`src/rtl/ps2_key_sched.sv`:
```
// PS/2 key event scheduler: decodes make/break/E0 prefix sequences from
// validated scan-code bytes, tracks the held key and press count, flags
// typematic repeats, and queues complete events in a small FIFO.
module ps2_key_sched #(
  parameter int unsigned FIFO_DEPTH = 4,
  parameter int unsigned CNT_W      = 16,
  parameter int unsigned TIMEOUT    = 100000
) (
  input  logic             clk,
  input  logic             rst,
  input  logic             rx_valid,
  input  logic [7:0]       rx_data,
  input  logic             rx_err,
  output logic             evt_valid,
  input  logic             evt_ready,
  output logic [7:0]       evt_code,
  output logic             evt_ext,
  output logic             evt_break,
  output logic             evt_repeat,
  output logic             held,
  output logic [8:0]       held_code,
  output logic [CNT_W-1:0] press_cnt,
  output logic             ovf,
  input  logic             clr
);

  localparam int unsigned AW = $clog2(FIFO_DEPTH);
  localparam int unsigned TW = (TIMEOUT > 2) ? $clog2(TIMEOUT) : 1;

  localparam logic [7:0] C_BRK = 8'hF0;
  localparam logic [7:0] C_EXT = 8'hE0;

  typedef enum logic [1:0] {
    S_IDLE,
    S_EXT,
    S_BRK,
    S_EXT_BRK
  } state_t;

  state_t          r_state;
  state_t          w_state_nxt;
  logic [TW-1:0]   r_timer;
  logic [TW-1:0]   w_timer_nxt;

  logic            w_emit;
  logic            w_emit_brk;
  logic            w_emit_ext;
  logic [8:0]      w_key;
  logic            w_match;
  logic            w_repeat;

  logic            r_held;
  logic [8:0]      r_held_code;
  logic [CNT_W-1:0] r_press_cnt;
  logic            r_ovf;

  logic [10:0]     r_mem [FIFO_DEPTH];
  logic [AW:0]     r_wr;
  logic [AW:0]     r_rd;
  logic            w_empty;
  logic            w_full;
  logic            w_pop;
  logic            w_push;
  logic            w_drop;
  logic [10:0]     w_head;

  // Decode state and inter-byte timer register
  always_ff @(posedge clk or negedge rst) begin
    if (!rst) begin
      r_state <= S_IDLE;
      r_timer <= '0;
    end else begin
      r_state <= w_state_nxt;
      r_timer <= w_timer_nxt;
    end
  end

  // Next-state decode: rx_err wins, then a received byte, then timeout
  always_comb begin
    w_state_nxt = r_state;
    w_timer_nxt = '0;
    w_emit      = 1'b0;
    w_emit_brk  = 1'b0;
    w_emit_ext  = 1'b0;
    if (rx_err) begin
      w_state_nxt = S_IDLE;
    end else if (rx_valid) begin
      unique case (r_state)
        S_IDLE: begin
          if (rx_data == C_BRK) begin
            w_state_nxt = S_BRK;
          end else if (rx_data == C_EXT) begin
            w_state_nxt = S_EXT;
          end else if (rx_data != 8'h00 && rx_data != 8'hFF) begin
            w_emit = 1'b1;
          end
        end
        S_EXT: begin
          if (rx_data == C_EXT) begin
            w_state_nxt = S_EXT;
          end else if (rx_data == C_BRK) begin
            w_state_nxt = S_EXT_BRK;
          end else begin
            w_emit      = 1'b1;
            w_emit_ext  = 1'b1;
            w_state_nxt = S_IDLE;
          end
        end
        S_BRK: begin
          w_state_nxt = S_IDLE;
          if (rx_data != C_EXT && rx_data != C_BRK) begin
            w_emit     = 1'b1;
            w_emit_brk = 1'b1;
          end
        end
        S_EXT_BRK: begin
          w_state_nxt = S_IDLE;
          if (rx_data != C_EXT && rx_data != C_BRK) begin
            w_emit     = 1'b1;
            w_emit_brk = 1'b1;
            w_emit_ext = 1'b1;
          end
        end
        default: w_state_nxt = S_IDLE;
      endcase
    end else if (r_state != S_IDLE) begin
      if (r_timer == TW'(TIMEOUT - 1)) begin
        w_state_nxt = S_IDLE;
      end else begin
        w_timer_nxt = r_timer + TW'(1);
      end
    end
  end

  assign w_key    = {w_emit_ext, rx_data};
  assign w_match  = r_held && (r_held_code == w_key);
  assign w_repeat = w_emit && !w_emit_brk && w_match;

  // Held key tracking, press counter and sticky overflow (clr has priority)
  always_ff @(posedge clk or negedge rst) begin
    if (!rst) begin
      r_held      <= 1'b0;
      r_held_code <= '0;
      r_press_cnt <= '0;
      r_ovf       <= 1'b0;
    end else begin
      if (w_emit) begin
        if (!w_emit_brk) begin
          if (!w_match) begin
            r_held      <= 1'b1;
            r_held_code <= w_key;
          end
        end else if (w_match) begin
          r_held      <= 1'b0;
          r_held_code <= '0;
        end
      end
      if (clr) begin
        r_press_cnt <= '0;
        r_ovf       <= 1'b0;
      end else begin
        if (w_emit && !w_emit_brk && !w_match) begin
          r_press_cnt <= r_press_cnt + CNT_W'(1);
        end
        if (w_drop) begin
          r_ovf <= 1'b1;
        end
      end
    end
  end

  // Extra pointer bit separates full from empty when the indices coincide
  assign w_empty = (r_wr == r_rd);
  assign w_full  = (r_wr[AW] != r_rd[AW]) && (r_wr[AW-1:0] == r_rd[AW-1:0]);
  assign w_pop   = !w_empty && evt_ready;
  assign w_push  = w_emit && (!w_full || w_pop);
  assign w_drop  = w_emit && w_full && !w_pop;

  // FIFO pointers
  always_ff @(posedge clk or negedge rst) begin
    if (!rst) begin
      r_wr <= '0;
      r_rd <= '0;
    end else begin
      if (w_push) r_wr <= r_wr + (AW+1)'(1);
      if (w_pop)  r_rd <= r_rd + (AW+1)'(1);
    end
  end

  // FIFO storage: {repeat, break, ext, code}
  always_ff @(posedge clk) begin
    if (w_push) begin
      r_mem[r_wr[AW-1:0]] <= {w_repeat, w_emit_brk, w_emit_ext, rx_data};
    end
  end

  assign w_head     = r_mem[r_rd[AW-1:0]];
  assign evt_valid  = !w_empty;
  assign evt_code   = w_empty ? 8'h00 : w_head[7:0];
  assign evt_ext    = !w_empty && w_head[8];
  assign evt_break  = !w_empty && w_head[9];
  assign evt_repeat = !w_empty && w_head[10];

  assign held      = r_held;
  assign held_code = r_held_code;
  assign press_cnt = r_press_cnt;
  assign ovf       = r_ovf;

endmodule
```
`config.mk`:
```
export PLATFORM = sky130hd
export DESIGN_NAME = ps2_key_sched
export DESIGN_NICKNAME = d
export VERILOG_FILES = /design/src/rtl/ps2_key_sched.sv
export SDC_FILE = /design/constraint.sdc
export NUM_CORES = 1
export LEC_CHECK = 0
export ABC_AREA = 1
export ABC_CLOCK_PERIOD_IN_PS = 2500
export CORE_ASPECT_RATIO = 1.75
export CORE_UTILIZATION = 57
export CTS_BUF_LIST = sky130_fd_sc_hd__clkbuf_4 sky130_fd_sc_hd__clkbuf_8 sky130_fd_sc_hd__clkbuf_16
export DETAILED_ROUTE_END_ITERATION = 16
export HOLD_SLACK_MARGIN = 0.1
export PLACE_DENSITY = 0.91
export SLEW_MARGIN = 10
export SYNTH_ARGS = -nofsm -noshare
export SYNTH_HDL_FRONTEND = slang
export SYNTH_SLANG_ARGS = --single-unit
export TNS_END_PERCENT = 5
```
`constraint.sdc`:
```
create_clock -name clk -period 2.5 [get_ports clk]
set_clock_uncertainty 0.05 [all_clocks]
set_input_delay 0.5 -clock clk [delete_from_list [all_inputs] [get_ports clk]]
set_output_delay 0.5 -clock clk [all_outputs]
set_load 0.1 [all_outputs]
```
==> results of run 1 <==
## registers in the layout, summed over array words and instances (netlist names)
register	cells
held	1
r_timer	17
r_state	2
ovf	1
r_mem	44
r_rd	3
r_wr	3
held_code	9
press_cnt	16
## kinds of logic after synthesis
logic type | after synthesis | share of synthesized area (%)
multiplexers | 1 | 0.231
buffers and inverters | 79 | 6.50
AO/OA/AOI/OAI | 38 | 5.06
adder cells (fa/ha/maj) | 7 | 1.80
AND/OR/NAND/NOR | 300 | 28.4
XOR/XNOR | 23 | 4.14
flip-flops | 96 | 53.8
## timing repair
action / CTS / global route
resized for setup: 0 / 1
endpoints found under the setup margin: 0 / 10
buffers inserted: 0 / 2
## layer usage
metal	global-route usage, %	vias up
met5	0	-
met4	14.3	0
met3	4.53	39
met2	47.4	145
met1	29.7	1940
li1	-	1949
## layout make-up
class                           count  area, um^2
Sequential cell                    96        2620
Timing Repair Buffer               78         792
Inverter                           66         251
Multi-Input combinational cell    369        1930
Clock inverter                      6        65.1
Tap cell                          115         144
Fill cell                         558        2270
Clock buffer                       10         239
## power groups by stage
stage	combinational (W)	clock, W	sequential [W]
finish	0.00377	0.00139	0.00192
global route	0.00396	0.00146	0.00194
CTS	0.00374	0.00141	0.00192
detailed placement	0.00371	0	0.00195
global placement	0.00363	0	0.00194
floorplan	0.00226	0	0.00211
## cell usage in the layout, fill, tap and decap left out, types with 2 or more instances in the layout
master	n
nand2_1	127
nor2_1	82
inv_1	59
dfrtp_1	52
buf_4	50
edfxtp_1	44
nand4_1	26
nand3_1	23
o21ai_0	16
xor2_1	15
buf_12	14
clkdlybuf4s50_1	12
nand3_2	11
o32ai_1	11
nor3_1	9
clkbuf_16	9
xnor2_1	8
ha_1	7
nor2_2	6
inv_2	5
a21oi_1	5
nand2_2	3
nand3b_1	3
nor4_1	3
a31oi_1	2
nor3b_1	2
clkinv_1	2
inv_6	2
## worst min path at each step
stage	start	end	cells after the start	slack, ps
after detailed placement	r_timer[0]	r_timer[0]	1	430
after global routing	rst	held_code[2]	2	280
after CTS	rst	r_timer[10]	2	240
after floorplan	rst	held	0	150
after global placement	r_timer[0]	r_timer[0]	1	390
final	rst	r_timer[10]	2	210
## per-stage QoR
stage          instances  utilization (%)  hold WS [ps]  cell area, um^2  setup TNS, ps
2_1_floorplan        544                -           154             4880           -583
3_3_place_gp         722             68.8           394             5720              0
3_5_place_dp         722             68.8           427             5720          -1870
4_1_cts              738             72.5           240             6030              0
5_1_grt              740             72.7           280             6050              0
6_report             740             72.7           211             6050              0
## critical path, cell delays in order (launching register included)
cell	delay [ps]
dfrtp_1	410
buf_4	260
nor2_1	100
o32ai_1	340
nand2_1	80
inv_1	100
buf_12	180
==> impl_metrics.toml, run 1 <==
[timing]
grt_setup_unrepaired = "false"
maxSlewViolCount = 0
worst_pin_slew_ps = 667
worst_slew_margin_rel_pct = 55.6
setup_ws_ps = 122
fin_crit_sh_pct = 95.1
hold_viol = 0
period_needed_ps = 2380
max_freq_mhz = 421
setup_viol = 0

[power]
power_frac_seq_pct = 27.2
clkPwrFrac_pct = 19.6
finalPower_w = 0.00708
p_switching_w = 0.00323
p_int_w = 0.00386
p_leak_nw = 2.76
p_per_area_nw_per_um2 = 1170
combPwrFrac_pct = 53.2
irDropWorstVdd_uv = 794
switching_share_pct = 45.5

[synth]
netlist.area_leader.share_pct = 27.1
synth_cell_types = 38
syn_area_um2 = 4870
synth_edf_count = 44
synth_common_cells = "127 x nand2_1, 82 x nor2_1, 60 x inv_1, 52 x dfrtp_1, 44 x edfxtp_1"
ys_seq_area_share_pct = 53.8
ys_top_cells_by_area = "edfxtp_1 27%, dfrtp_1 27%, nand2_1 9.8%"
ys.flop_type = "dfrtp_1"
postSynthCellCount = 544
async_reset_ff_share_pct = 54.2
post-synth-top-count-cell = "nand2_1"
synth.avg_cell_area_um2 = 8.95
synth_nets = 565
ys_warn_count = 0
ys_ff_latch = 96
yosys.area.top_type = "edfxtp_1"

[worst_setup_path]
cp_max_fo = 22
reg2reg_from = "r_timer[0]"
crit_start = "r_rd[0]"
cp.arrival_ps = 1830
r2r_slack_ps = 550
reg2reg_depth = 10
cp.required_ps = 1950
crit_type = "reg -> out"
endpoint = "evt_code[5]"
cp-end-kind = "output pin"
cp-start-kind = "flip-flop"
r2r-end = "r_timer[16]"

[route]
drtIter0Drc = 362
met3WireLength_um = 479
wl_met1_um = 4130
routedWlPerCell_um = 15.0
drc = 0
top_layer = "met4"
wl_met2_um = 6070
routed_wl_um = 11100
routed-via-count = 4073
via_per_inst = 5.50
first_pass_iters = 5
ant_nets = 0

[die]
core_um2 = 8310
die_y_um = 124
num_rows = 44
pin_count = 53
die_width_um = 71.9
start_util_pct = 58.6
die_area_um2 = 8930

[flow_run]
max_cap_viol_count = 0

[cts]
cts_tree = "done"
clk_latency_ps = 350
cts_hold_buf = 0
cts_max_level = 3
cts.clk_slew.worst_paths_ps = 70
clk_path_buf_depth = 2
clkSinkCount = 96
cts_inserted_buffers = 9
cts_root_buf = "clkbuf_16"

[global_route]
grt_max_degree = 53
grt_pass1_vias = 4089
track_usage_pct = 26.8
grt_first_pass_wirelength_um = 18500
overflow = 0
antenna_found_initial = 0

[placement]
hpwl_um = 7950
pre_cts_ws_ps = -65.4
port_buffers = 52
finalWeightedCongestion = 0.944

[hold_path]
hp-class = "in -> async"

[final_layout]
drive_gt1_share_pct = 18.4
syn2layout_area_growth_pct = 24.1
final_nets = 641
diodes = 0

[outcome]
run_status = "finished, final reports clean"
Note: power is estimated with default switching activity, not from simulation.
==> run 2: changes to the inputs <==
--- a/config.mk
+++ b/config.mk
@@ -8,11 +8,12 @@
 export ABC_AREA = 1
 export ABC_CLOCK_PERIOD_IN_PS = 2500
 export CORE_ASPECT_RATIO = 1.75
+export CORE_MARGIN = 4
 export CORE_UTILIZATION = 57
 export CTS_BUF_LIST = sky130_fd_sc_hd__clkbuf_4 sky130_fd_sc_hd__clkbuf_8 sky130_fd_sc_hd__clkbuf_16
 export DETAILED_ROUTE_END_ITERATION = 16
 export HOLD_SLACK_MARGIN = 0.1
-export PLACE_DENSITY = 0.91
+export PLACE_DENSITY = 0.8
 export SLEW_MARGIN = 10
 export SYNTH_ARGS = -nofsm -noshare
 export SYNTH_HDL_FRONTEND = slang
==> run 2 against run 1 <==
- critical endpoint is now evt_code[2]
- core utilization is 0.15 points higher
- combinational power hardly changed
- cell area increased by 0.21%
- global-route usage fell by 3.8 points
==> impl_metrics.toml, run 2 (same netlist as run 1, synthesis figures left out) <==
[global_route]
overflow = 0
antenna_found_initial = 0
track_usage_pct = 23.0
grt_max_degree = 34
grt_first_pass_wirelength_um = 18200
grt_pass1_vias = 3976

[die]
die_area_um2 = 10100
die_y_um = 130
die_width_um = 77.9
num_rows = 44
start_util_pct = 58.6
pin_count = 53
core_um2 = 8310

[worst_setup_path]
cp_max_fo = 9
cp-end-kind = "output pin"
cp.arrival_ps = 1830
cp.required_ps = 1950
cp-start-kind = "flip-flop"
crit_type = "reg -> out"

[cts]
cts_max_level = 3
cts_root_buf = "clkbuf_16"
clk_latency_ps = 340
clk_path_buf_depth = 2
clkSinkCount = 96
cts_inserted_buffers = 9
cts.clk_slew.worst_paths_ps = 60
cts_tree = "done"

[power]
p_int_w = 0.00385
clkPwrFrac_pct = 19.2
power_frac_seq_pct = 27.3
p_leak_nw = 2.77
finalPower_w = 0.00704
p_switching_w = 0.00319
p_per_area_nw_per_um2 = 1160
irDropWorstVdd_uv = 1100
switching_share_pct = 45.3
combPwrFrac_pct = 53.5

[final_layout]
drive_gt1_share_pct = 18.5
n_fill_cell = 602
final_cell_mix = "127 x nand2_1, 82 x nor2_1, 59 x inv_1"
diodes = 0
final_nets = 644
largest_reg_flops = 44
final_common_cell = "nand2_1"
final_cells = 743
syn2layout_area_growth_pct = 24.4

[timing]
maxSlewViolCount = 0
grt_setup_unrepaired = "false"
worst_slew_margin_rel_pct = 68.1
hold_viol = 0
worst_pin_slew_ps = 474
max_freq_mhz = 420
fin_crit_sh_pct = 95.2
setup_viol = 0
period_needed_ps = 2380

[route]
routed-via-count = 3943
ant_nets = 0
first_pass_iters = 4
routedWlPerCell_um = 14.5
via_per_inst = 5.31
drc = 0
drtIter0Drc = 324
routed_wl_um = 10800

[placement]
finalWeightedCongestion = 0.872
hpwl_um = 7890
placed_cells = 723
port_buffers = 52

[outcome]
run_status = "finished, final reports clean"

[hold_path]
hp-class = "reg -> reg"

[flow_run]
max_cap_viol_count = 0
[run 2: worst max-delay path: stages, from the launching register on]
cell and delay (ps):
dfrtp_1 420, xor2_1 180, nand3b_1 310, buf_4 260
nand2_1 70, inv_1 60, buf_12 160
[run 2: final timing paths]
check                      slack [ps]  startpoint            end  cells after the start
max reg2reg                       500  r_timer[0]    r_timer[16]                     10
min                               410  r_timer[0]     r_timer[0]                      1
min reg2reg                       410  r_timer[0]     r_timer[0]                      1
min in group asynchronous         530         rst     r_timer[3]                      2
max in group asynchronous        1260         rst  press_cnt[15]                      3
max                               120     r_wr[1]    evt_code[2]                      6
[run 2: layout make-up]
cell class	count	area [um^2]	share of cell area, %
Sequential cell	96	2620	43.3
Multi-Input combinational cell	369	1930	31.9
Timing Repair Buffer	81	817	13.5
Inverter	66	251	4.15
Clock buffer	10	233	3.84
Tap cell	115	144	2.38
Clock inverter	6	58.8	0.971
[run 2: timing repair]
| action | 4_1_cts | 5_1_grt |
|---|---|---|
| endpoints found under the setup margin | 0 | 10 |
| gates resized for setup | 0 | 1 |
| setup buffers | 0 | 3 |
| hold endpoints to repair | 12 | 0 |
| hold buffers | 1 | 0 |
[run 2: layer usage]
| layer | up-vias | global-route usage (%) | wire length (um) |
|---|---|---|---|
| li1 | 1951 | - | - |
| met1 | 1868 | 24.3 | 4100 |
| met2 | 98 | 42.8 | 6030 |
| met3 | 26 | 3.66 | 346 |
| met4 | 0 | 12.8 | 302 |
| met5 | - | 0 | 0 |
[run 2: power groups by stage]
stage | Combinational [W] | Sequential [W] | Clock [W]
3_3_place_gp | 0.00366 | 0.00195 | 0
4_1_cts | 0.00373 | 0.00192 | 0.00138
5_1_grt | 0.00396 | 0.00194 | 0.00144
2_1_floorplan | 0.00226 | 0.00211 | 0
3_5_place_dp | 0.00372 | 0.00195 | 0
6_report | 0.00377 | 0.00192 | 0.00135
[run 2: per-stage QoR]
stage | TNS (ps) | setup WS [ps] | instance area (um^2) | util (%) | hold WS (ps)
finish | 0 | 119 | 6060 | 72.9 | 408
global route | 0 | 2.00 | 6060 | 72.9 | 436
CTS | 0 | 30.5 | 6030 | 72.6 | 412
detailed placement | -2850 | -74.0 | 5730 | 68.9 | 364
global placement | -105 | -14.3 | 5730 | 68.9 | 360
floorplan | -583 | -72.9 | 4880 | - | 154
==> run 3: changes to the inputs <==
--- a/config.mk
+++ b/config.mk
@@ -14,6 +14,7 @@
 export DETAILED_ROUTE_END_ITERATION = 16
 export HOLD_SLACK_MARGIN = 0.1
 export PLACE_DENSITY = 0.8
+export SETUP_SLACK_MARGIN = 0.5
 export SLEW_MARGIN = 10
 export SYNTH_ARGS = -nofsm -noshare
 export SYNTH_HDL_FRONTEND = slang
==> run 3 against run 2 <==
- sequential power barely moved
- power rose by 10%
- first-iteration DRC count is 56% lower
==> impl_metrics.toml, run 3 (same netlist as run 1, synthesis figures left out) <==
[worst_setup_path]
cp.required_ps = 1950
cp-end-kind = "output pin"
worst-path-buf-inv = 5
crit_path_max_incr_delay_ps = 470
crit_slowest_cell = "dfrtp_2"
cp.arrival_ps = 1720
cp-start-kind = "flip-flop"
crit_type = "reg -> out"
crit_family = "buffers and inverters"
crit_chain = "inv_4 > buf_12 > buf_16 > nor2_2 > o32ai_2 > nand2_2 > clkinvlp_4 > buf_12"
cpMostUsedCell = "buf_12"
cp_max_fo = 11

[die]
num_rows = 44
die_width_um = 77.9
pin_count = 53
die_area_um2 = 10100
die_y_um = 130
start_util_pct = 58.6
core_um2 = 8310

[final_layout]
multi_input_area_um2 = 2040
drive_gt1_share_pct = 27.1
final_nets = 647
largest_reg_flops = 44
final_cell_mix = "118 x nand2_1, 76 x nor2_1, 51 x buf_4"
final_common_cell = "nand2_1"
syn2layout_area_growth_pct = 30.4
register_area_um2 = 2640
diodes = 0
final_cells = 746
n_fill_cell = 592

[cts]
cts_root_buf = "clkbuf_16"
clk_latency_ps = 350
clkSinkCount = 96
cts_tree = "done"
cts_inserted_buffers = 9
clk_path_buf_depth = 2
cts.clk_slew.worst_paths_ps = 60
cts_max_level = 3

[power]
p_switching_w = 0.00345
switching_share_pct = 44.4
finalPower_w = 0.00776
clkPwrFrac_pct = 20.1
combPwrFrac_pct = 54.8
p_leak_nw = 2.79
p_int_w = 0.00431
irDropWorstVdd_uv = 1140
power_frac_seq_pct = 25.2
p_per_area_nw_per_um2 = 1220

[hold_path]
hp-class = "in -> async"

[global_route]
grt_pass1_vias = 4137
track_usage_pct = 24.1
grt_first_pass_wirelength_um = 19000
overflow = 0
grt_max_degree = 34
antenna_found_initial = 0

[timing]
hold_viol = 0
period_needed_ps = 2270
max_freq_mhz = 440
worst_pin_slew_ps = 678
setup_viol = 0
setup_ws_ps = 226
setup_tns_ps = 0
fin_crit_sh_pct = 91.0
maxSlewViolCount = 0
worst_slew_margin_rel_pct = 54.8
grt_setup_unrepaired = "true"

[route]
routed-via-count = 4027
wl_met1_um = 4130
first_pass_iters = 4
top_layer = "met4"
drc = 0
via_per_inst = 5.40
drtIter0Drc = 142
routed_wl_um = 11400
wl_met2_um = 6450
routedWlPerCell_um = 15.3
ant_nets = 0
met3WireLength_um = 421

[outcome]
run_status = "finished, final reports clean"

[placement]
placed_cells = 725
hpwl_um = 8110
pre_cts_ws_ps = 5.59
port_buffers = 52
finalWeightedCongestion = 0.918

[flow_run]
max_cap_viol_count = 0
==> run 3: layer usage <==
metal  up-vias  GRT usage (%)
met2       121           46.3
met1      1917           24.3
met5         -              0
met3        35           5.04
met4         0           11.9
li1       1954              -
==> run 3: power by group through the flow <==
stage	clock network, W	registers, W	logic, W
finish	0.00156	0.00195	0.00425
global route	0.00165	0.00197	0.00442
CTS	0.00158	0.00195	0.00425
detailed placement	0	0.00198	0.00390
global placement	0	0.00197	0.00385
floorplan	0	0.00211	0.00251
==> run 3: area by class of cell <==
class,instances,share of cell area [%]
Clock inverter,6,1.71
Tap cell,115,2.26
Inverter,66,4.59
Clock buffer,10,3.66
Sequential cell,96,41.5
Timing Repair Buffer,84,14.1
Multi-Input combinational cell,369,32.2
==> run 3: worst paths after layout <==
path / from / endpoint / slack [ps] / depth (start not counted)
min in group clk: r_timer[0] / r_timer[0] / 440 / 1
worst max-delay path: r_rd[0] / evt_code[5] / 230 / 8
worst min register to register: r_timer[0] / r_timer[0] / 440 / 1
max in group asynchronous: rst / r_rd[0] / 1580 / 2
worst max register to register: r_timer[0] / r_timer[16] / 580 / 10
worst min-delay path: rst / r_timer[9] / 140 / 1
==> run 3: repair_timing <==
action	CTS	global route
setup buffers	4	0
cloned	1	0
setup endpoints to repair	86	98
resized for setup	25	4
hold buffers	0	0
pin swaps	2	0
==> run 3: metrics by stage <==
stage	cell area, um^2	util, %	hold slack, ps
final	6350	76.4	137
after global routing	6350	76.4	160
after CTS	6350	76.3	145
after floorplan	4970	-	154
after detailed placement	5820	70.0	403
after global placement	5820	70.0	396
